## config.mk

```make
export PLATFORM = sky130hd
export DESIGN_NAME = aesl_axis_stall_detector
export DESIGN_NICKNAME = d
export VERILOG_FILES = /design/src/rtl/aesl_deadlock_pkg.sv /design/src/rtl/aesl_axis_stall_ch.sv /design/src/rtl/aesl_axis_stall_detector.sv
export SDC_FILE = /design/constraint.sdc
export NUM_CORES = 1
export LEC_CHECK = 0
export ABC_AREA = 1
export CAP_MARGIN = 15
export CORE_MARGIN = 2
export CORE_UTILIZATION = 45
export DETAILED_ROUTE_END_ITERATION = 8
export PLACE_DENSITY = 0.68
export SLEW_MARGIN = 25
export SYNTH_ARGS = -nofsm -noshare
export SYNTH_HDL_FRONTEND = slang
export SYNTH_SLANG_ARGS = --single-unit
```

## constraint.sdc

```tcl
create_clock -name clock -period 3.57 [get_ports clock]
set_input_delay 0.714 -clock clock [delete_from_list [all_inputs] [get_ports clock]]
set_output_delay 0.714 -clock clock [all_outputs]
set_load 0.02 [all_outputs]
```

## src/rtl/aesl_deadlock_pkg.sv

```systemverilog
// Shared types and helpers for the co-simulation deadlock monitor.
// Stall FSM encoding, default sizing and the per-direction stall predicate.
package aesl_deadlock_pkg;

    typedef logic [1:0] stall_state_t;

    localparam stall_state_t ST_IDLE     = 2'd0;
    localparam stall_state_t ST_STALLING = 2'd1;
    localparam stall_state_t ST_BLOCKED  = 2'd2;

    localparam int DEF_CNT_W        = 16;
    localparam int DEF_STALL_THRESH = 16;

    // An input stream stalls when the DUT is ready but starved; an output
    // stream stalls when the DUT offers data the sink will not take.
    function automatic logic stall_cond(input logic is_input,
                                        input logic tvalid,
                                        input logic tready);
        return is_input ? (tready & ~tvalid) : (tvalid & ~tready);
    endfunction

endpackage

```

## src/rtl/aesl_axis_stall_ch.sv

```systemverilog
// One channel's IDLE/STALLING/BLOCKED tracker; blocked asserts the cycle after
// the STALL_THRESH-th consecutive stall edge and drops one edge after progress.
module aesl_axis_stall_ch
    import aesl_deadlock_pkg::*;
#(
    parameter int CNT_W        = DEF_CNT_W,
    parameter int STALL_THRESH = DEF_STALL_THRESH
) (
    input  logic clock,
    input  logic reset,
    input  logic enable,
    input  logic stall,
    output logic blocked,
    output logic blocked_nxt,
    output logic enter_block
);

    localparam logic [CNT_W-1:0] THRESH = CNT_W'(STALL_THRESH);

    stall_state_t     state, state_nxt;
    logic [CNT_W-1:0] cnt, cnt_nxt;
    logic [CNT_W-1:0] cnt_inc;

    assign cnt_inc = cnt + CNT_W'(1);

    always_comb begin
        state_nxt = state;
        cnt_nxt   = cnt;
        if (!enable) begin
            state_nxt = ST_IDLE;
            cnt_nxt   = '0;
        end else begin
            case (state)
                ST_IDLE: begin
                    if (stall) begin
                        cnt_nxt   = CNT_W'(1);
                        state_nxt = (STALL_THRESH == 1) ? ST_BLOCKED : ST_STALLING;
                    end
                end
                ST_STALLING: begin
                    if (stall) begin
                        cnt_nxt = cnt_inc;
                        if (cnt_inc == THRESH) begin
                            state_nxt = ST_BLOCKED;
                        end
                    end else begin
                        state_nxt = ST_IDLE;
                        cnt_nxt   = '0;
                    end
                end
                ST_BLOCKED: begin
                    // Counter holds while blocked so it can never wrap.
                    if (!stall) begin
                        state_nxt = ST_IDLE;
                        cnt_nxt   = '0;
                    end
                end
                default: begin
                    state_nxt = ST_IDLE;
                    cnt_nxt   = '0;
                end
            endcase
        end
    end

    always_ff @(posedge clock) begin
        if (reset) begin
            state <= ST_IDLE;
            cnt   <= '0;
        end else begin
            state <= state_nxt;
            cnt   <= cnt_nxt;
        end
    end

    assign blocked     = (state == ST_BLOCKED);
    assign blocked_nxt = (state_nxt == ST_BLOCKED);
    assign enter_block = blocked_nxt & ~blocked;

endmodule

```

## src/rtl/aesl_axis_stall_detector.sv

```systemverilog
// Per-stream AXI-Stream stall detector feeding the deadlock monitor, with sticky diagnostics.
// All outputs registered; purely observes handshakes and never back-pressures the streams.
module aesl_axis_stall_detector
    import aesl_deadlock_pkg::*;
#(
    parameter int                NUM_CH       = 2,
    parameter logic [NUM_CH-1:0] CH_IS_INPUT  = 2'b01,
    parameter int                STALL_THRESH = DEF_STALL_THRESH,
    parameter int                CNT_W        = DEF_CNT_W
) (
    input  logic              clock,
    input  logic              reset,
    input  logic              enable,
    input  logic [NUM_CH-1:0] ch_tvalid,
    input  logic [NUM_CH-1:0] ch_tready,
    input  logic              clear_sticky,
    output logic [NUM_CH-1:0] axis_block_sigs,
    output logic              any_block,
    output logic [NUM_CH-1:0] first_blocked,
    output logic [CNT_W-1:0]  block_events
);

    logic [NUM_CH-1:0] blocked;
    logic [NUM_CH-1:0] blocked_nxt;
    logic [NUM_CH-1:0] enter_block;

    for (genvar i = 0; i < NUM_CH; i++) begin : g_ch
        aesl_axis_stall_ch #(
            .CNT_W        (CNT_W),
            .STALL_THRESH (STALL_THRESH)
        ) u_ch (
            .clock       (clock),
            .reset       (reset),
            .enable      (enable),
            .stall       (stall_cond(CH_IS_INPUT[i], ch_tvalid[i], ch_tready[i])),
            .blocked     (blocked[i]),
            .blocked_nxt (blocked_nxt[i]),
            .enter_block (enter_block[i])
        );
    end

    assign axis_block_sigs = blocked;

    // One extra bit catches overflow so the counter can pin at all-ones.
    logic [CNT_W:0]   ev_sum;
    logic [CNT_W-1:0] ev_nxt;

    always_comb begin
        ev_sum = {1'b0, block_events} + (CNT_W+1)'($countones(enter_block));
        ev_nxt = ev_sum[CNT_W] ? '1 : ev_sum[CNT_W-1:0];
    end

    always_ff @(posedge clock) begin
        if (reset) begin
            any_block <= 1'b0;
        end else begin
            any_block <= |blocked_nxt;
        end
    end

    always_ff @(posedge clock) begin
        if (reset || clear_sticky) begin
            first_blocked <= '0;
            block_events  <= '0;
        end else begin
            if (first_blocked == '0) begin
                first_blocked <= enter_block;
            end
            block_events <= ev_nxt;
        end
    end

endmodule

```

==> out/results.ini <==
[outcome]
status = finished clean

[sta]
fin_skew_ns = 0.00857
worst_pin_slew_ns = 0.538
hold_viol = 0
drv_slew = 0
tns_ns = 0
post-route-worst-setup-slack_ns = 0.0362
slew_headroom = 0.641
finalSetupViolations = 0
final.period_utilization = 0.990
max_freq_ghz = 0.283
fin_crit_ns = 3.53
rsz0062_at_grt = yes

[synthesis]
synth_area_per_cell_um2 = 6.48
ys_warn_count = 0
ys.flop_type = dfxtp_1
synth_edf_count = 0
ys_seq_area_frac = 0.352
synth_cells = 482
synthArstFlopShare = 0
ys_types = 32
synth_nets = 494
netlist_area_um2 = 3130
synth_seq_cells = 55

[final_layout]
final_core_util = 0.598
layout_common_cells = nand2_1, inv_1, a21oi_1
diodes = 0
synthToLayoutAreaGrowth_pct = 29.3
final_area_um2 = 4040
drive_above_1_share = 0.207
fin_nets = 551
final_common_cell = nand2_1

[hold_path]
min_delay_path_depth = 2
worstHoldStart = g_ch[0].u_ch.cnt[15]$_SDFFE_PP0P_
whs_endpoint = g_ch[0].u_ch.cnt[15]$_SDFFE_PP0P_
worstHoldPathType = register to register

[global_routing]
grt_pass1_vias = 2796
grt_pass1_wl_um = 11700
grt_antenna_before_repair = 0
overflow = 0
grt_max_degree = 29
grt_usage = 0.187

[power_and_ir_drop]
intPower_uw = 840
p_leak_uw = 0.00145
max-vdd-ir-drop_mv = 0.162
pwr-share-seq = 0.571
power.density_nw_per_um2 = 267
swShare = 0.222
combPwrFrac = 0.043
pwr-share-clk = 0.386
p_total_uw = 1080
switchingPower_uw = 239

[detailed_routing]
wl_per_cell_um = 11.7
drt_iter0_drc = 108
vias = 3115
via_per_inst = 5.02
wl_um = 7230
antenna_left = 0
detail_route.first_pass.iterations = 4
drc_errors = 0

[setup_path]
crit_arrival_ns = 3.77
worstPathRequired_ns = 3.81
critical_path.max_fanout = 6
crit_type = register to register
startpoint_type = register
r2r_start = g_ch[1].u_ch.cnt[1]$_SDFFE_PP0P_
r2r_setup_slack_ns = 0.04
critPathCaptureType = register
ff2ff_path_depth = 22
r2r_end = block_events[3]$_SDFF_PP0_

[clocking]
cts_buffers = 5
cts_tree = yes
cts_max_level = 2
clock-root-buffer = clkbuf_8
cts_buffer_depth = 2
clk_pin_slew_worst_paths_ns = 0.10
postCtsHoldBufs = 0
clkSinkCount = 55
clock_latency_ns = 0.31

[floorplanning]
fp.dieH_um = 87.3
num_rows = 30
initial_core_util = 0.463
fp.dieW_um = 87.3
fp.coreArea_um2 = 6760
dieArea_um2 = 7630
io_pins = 29

[run]
drv_cap = 0

[placed_design]
post-place-ws_ns = -0.0747
port_buffers = 28
globalplace.congestion = 0.818
hpwl_um = 5090
place_area_um2 = 3640

power groups by stage:
| stage | Sequential [uW] | Combinational, uW | Clock, uW |
|---|---|---|---|
| 6_report | 616 | 46.4 | 417 |
| 5_1_grt | 616 | 51.2 | 455 |
| 4_1_cts | 615 | 45.1 | 433 |
| 3_5_place_dp | 629 | 44.8 | 0 |
| 3_3_place_gp | 629 | 44.6 | 0 |
| 2_1_floorplan | 629 | 23.4 | 0 |
cells in the mapped netlist (2+ instances only):
library cell	instances	area share
nand3_2	2	0.0064
nand4_1	15	0.030
clkbuf_1	5	0.0060
nand3_1	35	0.056
o21ai_0	8	0.013
xnor2_1	6	0.017
nand3b_1	4	0.0096
inv_2	3	0.0036
nor2_2	7	0.014
inv_1	56	0.067
a21oi_1	45	0.072
xor2_1	10	0.028
o21ai_1	2	0.0032
nor2_4	3	0.011
nor2_1	50	0.060
o211ai_1	2	0.0048
nand2_1	151	0.18
dfxtp_1	55	0.35
buf_4	2	0.0048
buf_1	2	0.0024
nor4_1	2	0.0040
nand2_2	2	0.0040
ha_1	3	0.012
o21bai_1	4	0.0096
logic make-up (layout without fill, tap and decap cells):
| family | count (synthesis) | count (layout) | share of synthesized area |
|---|---|---|---|
| and+or+nand+nor | 276 | 276 | 0.394 |
| buffers and inverters | 69 | 127 | 0.0853 |
| AOI/OAI and AO/OA | 62 | 62 | 0.105 |
| DFF | 55 | 55 | 0.352 |
| xor gates and xnor gates | 16 | 16 | 0.0448 |
| adders and majority gates | 4 | 4 | 0.0184 |
worst max-delay path, stage by stage (launching register included):
cell	delay [ns]
dfxtp_2	0.37
buf_6	0.12
nand2_4	0.05
nor2_4	0.20
nand2_2	0.10
o21ai_2	0.11
nand2_1	0.08
nor2_1	0.11
nand2_1	0.11
nor3_4	0.20
nand3_2	0.11
fa_2	0.37
inv_2	0.08
ha_4	0.13
nand2_2	0.06
nor2_4	0.09
and3_4	0.20
nand4_4	0.08
inv_2	0.08
nand3_2	0.08
nor4_4	0.33
clkinvlp_4	0.26
a21oi_1	0.17
repair_timing:
item / 4_1_cts / 5_1_grt
gates resized for setup: 5 / 65
pin swaps: 0 / 19
cloned: 0 / 1
hold endpoints to repair: 0 / 0
buffers inserted: 0 / 6
endpoints found under the setup margin: 15 / 16
layout make-up:
cell class / count / area, um2
flip-flops and latches: 55 / 1120
inverters: 60 / 228
well taps: 80 / 100
fillers: 613 / 2720
repair buffers: 58 / 509
repair inverters: 1 / 7.51
clock inverters: 3 / 43.8
multi-input cells: 358 / 1960
clock buffers: 5 / 68.8
through the flow:
stage,instances,hold slack [ns]
global placement,605,0.469
finish,620,0.489
floorplan,482,0.457
detailed placement,605,0.474
CTS,613,0.489
global route,620,0.521
layer usage:
layer / track usage / share of wire / vias to the layer above
met2: 0.324 / 0.48 / 41
met4: 0.0392 / 0.0094 / 0
met1: 0.239 / 0.48 / 1403
met5: 0 / 0 / -
li1: - / - / 1663
met3: 0.0379 / 0.030 / 8
worst max path at each step:
stage,from,to,cells after the start,slack [ns]
6_report,g_ch[1].u_ch.cnt[1]$_SDFFE_PP0P_,block_events[3]$_SDFF_PP0_,22,0.04
5_1_grt,g_ch[1].u_ch.cnt[1]$_SDFFE_PP0P_,block_events[10]$_SDFF_PP0_,22,-0.20
4_1_cts,g_ch[0].u_ch.cnt[0]$_SDFFE_PP0P_,block_events[9]$_SDFF_PP0_,24,-0.007
3_5_place_dp,ch_tready[0],block_events[15]$_SDFF_PP0_,17,-0.07
3_3_place_gp,g_ch[0].u_ch.cnt[0]$_SDFFE_PP0P_,block_events[15]$_SDFF_PP0_,23,0.01
2_1_floorplan,g_ch[0].u_ch.cnt[1]$_SDFFE_PP0P_,block_events[0]$_SDFF_PP0_,22,0.23
flip-flops by register name, indices dropped and copies added, names as in the netlist:
signal,flops
any_block,1
block_events,16
first_blocked,2
g_ch.u_ch.cnt,32
g_ch.u_ch.state,4
Power figures use the tool's default switching activity.
